File: src/rtl/cpu_types.sv
// Shared CPU types for the reservation-station slice: slot identities, opcodes,
// the dispatched task layout and the slot state encoding.
package cpu_types;

   localparam int CPU_XLEN  = 32;
   localparam int CPU_TAG_W = 4;

   typedef enum logic [2:0] {
      INVALID = 3'd0,
      STORE_1 = 3'd1,
      STORE_2 = 3'd2,
      LOAD_1  = 3'd3,
      LOAD_2  = 3'd4,
      ALU_1   = 3'd5,
      ALU_2   = 3'd6
   } RS_tag_type;

   typedef enum logic [2:0] {
      NOP    = 3'd0,
      LOAD   = 3'd1,
      STORE  = 3'd2,
      ALU    = 3'd3,
      BRANCH = 3'd4
   } opcode_t;

   typedef struct packed {
      logic                 rdy;
      logic [CPU_TAG_W-1:0] tag;
      logic [CPU_XLEN-1:0]  val;
   } operand_t;

   typedef struct packed {
      opcode_t              opcode;
      logic [3:0]           func;
      logic [CPU_TAG_W-1:0] dest_tag;
      operand_t             src1;
      operand_t             src2;
      logic [CPU_XLEN-1:0]  imm;
   } rs_task_t;

   typedef enum logic [1:0] {
      IDLE     = 2'd0,
      WAIT_OPS = 2'd1,
      ISSUE    = 2'd2
   } rs_state_t;

   function automatic logic operands_ready(input rs_task_t t);
      return t.src1.rdy & t.src2.rdy;
   endfunction

endpackage

File: src/rtl/reservation_station_if.sv
// Functional-unit handshake between a reservation-station slot (master)
// and its functional unit (slave).
interface reservation_station_if;
   import cpu_types::*;

   logic     FU_VALID;
   logic     FU_READY;
   rs_task_t FU_TASK;

   modport master (output FU_VALID, output FU_TASK, input FU_READY);
   modport slave  (input FU_VALID, input FU_TASK, output FU_READY);
endinterface

File: src/rtl/reservation_station_checker.sv
// Protocol checks for one reservation-station slot: dispatch into an occupied
// slot and FU task stability under backpressure.
module reservation_station_checker
   import cpu_types::*;
#(
   parameter RS_tag_type MY_TAG = ALU_1
)
(
   input logic       CLK,
   input logic       RST,
   input logic       FLUSH,
   input logic       BUSY,
   input logic       FU_VALID,
   input logic       FU_READY,
   input RS_tag_type DEST_RS,
   input rs_task_t   FU_TASK
);

   // The dispatcher must never target an occupied slot
   a_dispatch_busy: assert property (@(posedge CLK) disable iff (RST)
      (DEST_RS == MY_TAG) |-> !BUSY)
      else $error("dispatch to busy RS");

   // An offered task stays put until taken, unless squashed
   a_fu_hold: assert property (@(posedge CLK) disable iff (RST)
      (FU_VALID && !FU_READY && !FLUSH) |=> (FU_VALID && $stable(FU_TASK)))
      else $error("FU task changed before handshake");

endmodule

File: src/rtl/rs_operand_capture.sv
// Operand snoop: a pending operand whose producer tag matches a valid CDB
// broadcast takes the broadcast value and becomes ready.
module rs_operand_capture
   import cpu_types::*;
(
   input  operand_t             op_in,
   input  logic                 cdb_valid,
   input  logic [CPU_TAG_W-1:0] cdb_tag,
   input  logic [CPU_XLEN-1:0]  cdb_data,
   output operand_t             op_out
);

   // Fill a pending operand from a matching broadcast
   always_comb begin
      op_out = op_in;
      if (!op_in.rdy && cdb_valid && (cdb_tag == op_in.tag)) begin
         op_out.rdy = 1'b1;
         op_out.val = cdb_data;
      end else begin
         op_out = op_in;
      end
   end

endmodule

File: src/rtl/reservation_station.sv
// Single reservation-station slot: accepts a dispatched task, snoops the CDB for
// missing operands and offers the task to its FU. RS_PERF_CNT_EN adds WAIT_CYCLES.
module reservation_station
   import cpu_types::*;
#(
   parameter int         XLEN   = CPU_XLEN,
   parameter int         TAG_W  = CPU_TAG_W,
   parameter RS_tag_type MY_TAG = ALU_1
)
(
   input  logic                 CLK,
   input  logic                 RST,
   input  rs_task_t             DISPATCH_TASK,
   input  RS_tag_type           DEST_RS,
   input  logic                 FLUSH,
   input  logic                 CDB_VALID,
   input  logic [TAG_W-1:0]     CDB_TAG,
   input  logic [XLEN-1:0]      CDB_DATA,
   output logic                 BUSY,
   reservation_station_if.master fu
`ifdef RS_PERF_CNT_EN
   ,
   output logic [15:0]          WAIT_CYCLES
`endif
);

   rs_state_t state_r;
   rs_state_t state_nxt_s;
   rs_task_t  task_r;
   rs_task_t  task_nxt_s;
   logic      busy_r;
   logic      fu_valid_r;
   logic      accept_s;
   operand_t  cap_in1_s;
   operand_t  cap_in2_s;
   operand_t  cap_out1_s;
   operand_t  cap_out2_s;

   assign accept_s = (state_r == IDLE) && (DEST_RS == MY_TAG);

   // Snoop the incoming task while idle so a same-cycle broadcast is not lost
   always_comb begin
      cap_in1_s = task_r.src1;
      cap_in2_s = task_r.src2;
      if (state_r == IDLE) begin
         cap_in1_s = DISPATCH_TASK.src1;
         cap_in2_s = DISPATCH_TASK.src2;
         if (DISPATCH_TASK.opcode == LOAD) begin
            cap_in2_s.rdy = 1'b1;
         end else begin
            cap_in2_s.rdy = DISPATCH_TASK.src2.rdy;
         end
      end else begin
         cap_in1_s = task_r.src1;
         cap_in2_s = task_r.src2;
      end
   end

   rs_operand_capture u_cap_src1 (
      .op_in     (cap_in1_s),
      .cdb_valid (CDB_VALID),
      .cdb_tag   (CDB_TAG),
      .cdb_data  (CDB_DATA),
      .op_out    (cap_out1_s)
   );

   rs_operand_capture u_cap_src2 (
      .op_in     (cap_in2_s),
      .cdb_valid (CDB_VALID),
      .cdb_tag   (CDB_TAG),
      .cdb_data  (CDB_DATA),
      .op_out    (cap_out2_s)
   );

   // Next state and held task; FLUSH overrides accept and handshake
   always_comb begin
      state_nxt_s = state_r;
      task_nxt_s  = task_r;
      if (FLUSH) begin
         state_nxt_s = IDLE;
      end else begin
         case (state_r)
            IDLE: begin
               if (accept_s) begin
                  task_nxt_s      = DISPATCH_TASK;
                  task_nxt_s.src1 = cap_out1_s;
                  task_nxt_s.src2 = cap_out2_s;
                  state_nxt_s     = operands_ready(task_nxt_s) ? ISSUE : WAIT_OPS;
               end else begin
                  state_nxt_s = IDLE;
               end
            end
            WAIT_OPS: begin
               task_nxt_s.src1 = cap_out1_s;
               task_nxt_s.src2 = cap_out2_s;
               state_nxt_s     = operands_ready(task_nxt_s) ? ISSUE : WAIT_OPS;
            end
            ISSUE: begin
               if (fu.FU_READY) begin
                  state_nxt_s = IDLE;
               end else begin
                  state_nxt_s = ISSUE;
               end
            end
            default: begin
               state_nxt_s = IDLE;
            end
         endcase
      end
   end

   // State, held task and registered status outputs
   always_ff @(posedge CLK or posedge RST) begin
      if (RST) begin
         state_r    <= IDLE;
         task_r     <= '0;
         busy_r     <= 1'b0;
         fu_valid_r <= 1'b0;
      end else begin
         state_r    <= state_nxt_s;
         task_r     <= task_nxt_s;
         busy_r     <= (state_nxt_s != IDLE);
         fu_valid_r <= (state_nxt_s == ISSUE);
      end
   end

   assign BUSY        = busy_r;
   assign fu.FU_VALID = fu_valid_r;
   assign fu.FU_TASK  = task_r;

`ifdef RS_PERF_CNT_EN
   logic [15:0] wait_cycles_r;

   // Saturating count of cycles stalled on operands or on the FU
   always_ff @(posedge CLK or posedge RST) begin
      if (RST) begin
         wait_cycles_r <= 16'h0000;
      end else if (((state_r == WAIT_OPS) || ((state_r == ISSUE) && !fu.FU_READY))
                   && (wait_cycles_r != 16'hFFFF)) begin
         wait_cycles_r <= wait_cycles_r + 16'd1;
      end else begin
         wait_cycles_r <= wait_cycles_r;
      end
   end

   assign WAIT_CYCLES = wait_cycles_r;
`endif

   reservation_station_checker #(.MY_TAG(MY_TAG)) u_checker (
      .CLK      (CLK),
      .RST      (RST),
      .FLUSH    (FLUSH),
      .BUSY     (busy_r),
      .FU_VALID (fu_valid_r),
      .FU_READY (fu.FU_READY),
      .DEST_RS  (DEST_RS),
      .FU_TASK  (task_r)
   );

endmodule

File: src/flat_wrapper.sv
// flat-port wrapper written by rule: the top's interface ports become plain ports
module reservation_station_flat import cpu_types::*;
#(
   parameter int         XLEN   = CPU_XLEN,
   parameter int         TAG_W  = CPU_TAG_W,
   parameter RS_tag_type MY_TAG = ALU_1
)
  (CLK, RST, DISPATCH_TASK, DEST_RS, FLUSH, CDB_VALID, CDB_TAG, CDB_DATA, BUSY, fu_FU_VALID, fu_FU_TASK, fu_FU_READY);
  reservation_station_if fu_i ();
  input  logic CLK;
  input  logic RST;
  input  rs_task_t DISPATCH_TASK;
  input  RS_tag_type DEST_RS;
  input  logic FLUSH;
  input  logic CDB_VALID;
  input  logic [TAG_W-1:0] CDB_TAG;
  input  logic [XLEN-1:0] CDB_DATA;
  output logic BUSY;
  output wire logic [$bits(fu_i.FU_VALID)-1:0] fu_FU_VALID;
  output wire logic [$bits(fu_i.FU_TASK)-1:0] fu_FU_TASK;
  input wire logic [$bits(fu_i.FU_READY)-1:0] fu_FU_READY;
  assign fu_FU_VALID = fu_i.FU_VALID;
  assign fu_FU_TASK = fu_i.FU_TASK;
  assign fu_i.FU_READY = fu_FU_READY;
  reservation_station #(.XLEN(XLEN), .TAG_W(TAG_W), .MY_TAG(MY_TAG)) u_core (.CLK(CLK), .RST(RST), .DISPATCH_TASK(DISPATCH_TASK), .DEST_RS(DEST_RS), .FLUSH(FLUSH), .CDB_VALID(CDB_VALID), .CDB_TAG(CDB_TAG), .CDB_DATA(CDB_DATA), .BUSY(BUSY), .fu(fu_i));
endmodule
File: config.mk
export PLATFORM = sky130hd
export DESIGN_NAME = reservation_station_flat
export DESIGN_NICKNAME = d
export VERILOG_FILES = /design/src/rtl/cpu_types.sv /design/src/rtl/reservation_station_if.sv /design/src/rtl/reservation_station_checker.sv /design/src/rtl/rs_operand_capture.sv /design/src/rtl/reservation_station.sv /design/src/flat_wrapper.sv
export SDC_FILE = /design/constraint.sdc
export NUM_CORES = 1
export LEC_CHECK = 0
export ABC_AREA = 1
export CORE_AREA = 5 5 123 125
export CTS_BUF_LIST = sky130_fd_sc_hd__clkbuf_4 sky130_fd_sc_hd__clkbuf_8
export CTS_CLUSTER_SIZE = 8
export DETAILED_ROUTE_END_ITERATION = 10
export DIE_AREA = 0 0 128 130
export GPL_ROUTABILITY_DRIVEN = 0
export HOLD_SLACK_MARGIN = 0.06
export MAX_ROUTING_LAYER = met4
export PLACE_DENSITY = 0.95
export SLEW_MARGIN = 40
export SYNTH_ARGS = -nofsm -noshare
export SYNTH_HDL_FRONTEND = slang
export SYNTH_SLANG_ARGS = --single-unit
File: constraint.sdc
create_clock -name CLK -period 9 [get_ports CLK]
set_input_delay 2.25 -clock CLK [delete_from_list [all_inputs] [get_ports CLK]]
set_output_delay 2.25 -clock CLK [all_outputs]
set_load 0.01 [all_outputs]
==> impl_metrics.tcl <==
set metrics [dict create \
    num_io_pins 280 \
    initial_core_util_pct 46.00 \
    cp.required_ns 9.34 \
    final_net_count 1149 \
    avgViaCountPerCell 5.257 \
    crit_type "in -> reg" \
    clock-root-buffer "clkbuf_8" \
    hold_end "u_core.fu.FU_TASK[116]" \
    vias 6209 \
    cts_setup_buffers 0 \
    clock-sinks 121 \
    placementRows 43 \
    vdd_drop_max_mv 0.1225 \
    min_path_type "reg -> reg" \
    area_growth_pct 50.71 \
    grt_first_pass_wirelength_um 33040 \
    numCtsBuffers 17 \
    p_leak_nw 4.260 \
    power_mw 2.075 \
    rsz0062_at_grt "no" \
    syn_nets 893 \
    endpoint_kind "register" \
    use_met2_pct 44.09 \
    yosysTopAreaCell "dfrtp_1" \
    grt_pass1_vias 6227 \
    cpPeakStageDelay_ns 0.55 \
    die-area_um2 16640 \
    synth_async_sr_flop_share_pct 100.0 \
    cts_tree "yes" \
    synthTopCellsByArea "dfrtp_1 48%, mux2_2 7.3%, a21oi_1 6.6%, nand2_1 5.6%, inv_1 5.3%" \
    maxSlewHeadroom_pct 50.53 \
    grtUsageTotal_pct 26.44 \
    hpwl_um 15960 \
    min_path_cells 2 \
    grt_max_degree 87 \
    wl_per_cell_um 18.21 \
    r2r-start "u_core.state_r[1]" \
    synth_edf_count 0 \
    drive_gt1_share_pct 12.39 \
    r2r.worst_path.cells 10 \
    synth_area_um2 6336 \
    grt-busiest-layer "met2" \
    synth_cell_types 25 \
    post-route-period-util_pct 51.44 \
    cts_resized 0 \
    synth_top_area_share_pct 47.79 \
    post-route-cell-area_um2 9549 \
    r2r_slack_ns 6.08 \
    synth-seq-cells 121 \
    first_iter_violations 585 \
    tightest_slew_ns 0.7421 \
    hold_path_startpoint "u_core.fu.FU_TASK[116]" \
    synth_cells 732 \
    final_util_pct 69.33 \
    slew_violations 0 \
    crit_path_cell_trace "clkdlybuf4s50_1 -> nand3b_1 -> a21oi_1 -> nand2_2 -> inv_4 -> buf_6 -> o211ai_1 -> o21ai_0" \
    cp-start-kind "input port" \
    path_clk_slew_ns 0.08 \
    die_h_um 130 \
    max_freq_ghz 0.2160 \
    antenna_found_initial 0 \
    critPathSlowestCell "buf_6" \
    outcome "finished clean" \
    core_area_um2 13770 \
    synth_commonest_cells "121 x dfrtp_1, 94 x nand2_1, 89 x inv_1" \
    reg2reg_to "u_core.fu.FU_TASK[63]" \
    clk_path_buf_depth 2 \
    htreeDepth 4 \
    power_density_nw_per_um2 217.3 \
    wl_um 21510 \
    use_met1_pct 31.28 \
    final_hold_viol_count 0 \
    die_x_um 128 \
    yosys_warnings 0 \
    diodes 0 \
    finClkSkew_ns 0.01139 \
    tns_ns 0 \
    grt-ovfl-total 0 \
    whs_ns 0.4981 \
    clkLatencyLatePin_ns 0.44 \
    worstPathArrival_ns 4.97 \
    synth_most_common_cell "dfrtp_1" \
    finalSetupViolations 0 \
    avgSynthCellArea_um2 8.656 \
    post_dp_cell_area_um2 9153 \
    hold_buffers 0 \
    first_pass_iters 6 \
    remaining_drc_errors 0 \
    grtUsageMet3_pct 4.380 \
    maxCapViolations 0 \
    final_antenna_net_count 0 \
    fin_crit_ns 4.629 \
    path_max_fanout 86 \
    synth_seq_area_share_pct 47.79 \
    port_buffers 279 \
    synth_ff_type "dfrtp_1" \
]
power breakdown:
group | switching [mW] | internal, mW | total (mW)
Combinational | 0.360 | 0.435 | 0.795
Sequential | 0.0971 | 0.699 | 0.796
Clock | 0.226 | 0.257 | 0.483
Total | 0.683 | 1.39 | 2.07
stage by stage:
step,cells,setup slack [ns]
5_1_grt,1181,4.225
2_1_floorplan,732,3.536
3_5_place_dp,1149,3.816
6_report,1181,4.371
3_3_place_gp,1148,3.644
4_1_cts,1181,4.275
registers in the layout, indices dropped and copies added (netlist names):
register and cells:
u_core.fu.FU_TASK 117, u_core.state_r 2, u_core.BUSY 1, u_core.fu.FU_VALID 1
critical path, delay by kind of cell:
| family | cells | cell delay, ns |
|---|---|---|
| AO/OA/AOI/OAI | 3 | 0.58 |
| buffers and inverters | 3 | 1.53 |
| AND/OR/NAND/NOR | 2 | 0.52 |
placed cells by master (no fill, tap or decap):
cell type / n
clkbuf_4: 2
or2_1: 1
o21ai_0: 61
nand3b_1: 1
a21oi_1: 84
a21boi_1: 1
nand3_2: 1
o211ai_1: 22
nor2_1: 75
inv_4: 2
a31oi_1: 3
buf_6: 2
nand3_1: 18
nand2_2: 12
nand3_4: 1
or2_2: 1
nand2_1: 93
clkdlybuf4s50_1: 279
inv_1: 88
bufinv_16: 2
mux2_2: 41
clkbuf_8: 18
dfrtp_1: 121
buf_12: 1
clkinv_4: 1
o211ai_2: 24
clkinv_2: 4
o21ai_1: 30
nor2_4: 1
clkinvlp_4: 5
inv_2: 1
buf_4: 4
nand2_4: 1
layer usage:
metal | part of all wire, % | up-vias
li1 | - | 2942
met1 | 38 | 2909
met2 | 51 | 291
met3 | 6.0 | 67
met4 | 4.4 | 0
met5 | 0 | -
final cells by class:
type	count	area, um2
inverter	91	346.6
timing repair buffer	286	2865
fill	1026	4224
multi-input combinational	471	2695
clock buffer	20	262.8
clock inverter	12	126.4
sequential	121	3028
tap	180	225.2
worst max path at each step:
stage / endpoint / cells after the start / startpoint
6_report: u_core.fu.FU_TASK[92] / 8 / DEST_RS[0]
4_1_cts: u_core.fu.FU_TASK[92] / 8 / DEST_RS[0]
3_3_place_gp: u_core.fu.FU_TASK[72] / 8 / DEST_RS[0]
3_5_place_dp: u_core.fu.FU_TASK[50] / 8 / DEST_RS[0]
2_1_floorplan: u_core.BUSY / 1 / RST
5_1_grt: u_core.fu.FU_TASK[92] / 8 / DEST_RS[0]
cells by family after synthesis:
family | after synthesis | share of synthesized area, %
AO/OA/AOI/OAI | 225 | 21.58
AND/OR/NAND/NOR | 205 | 13.35
buffers and inverters | 140 | 9.992
flip-flops | 121 | 47.79
multiplexers | 41 | 7.287
Power figures use the tool's default switching activity.
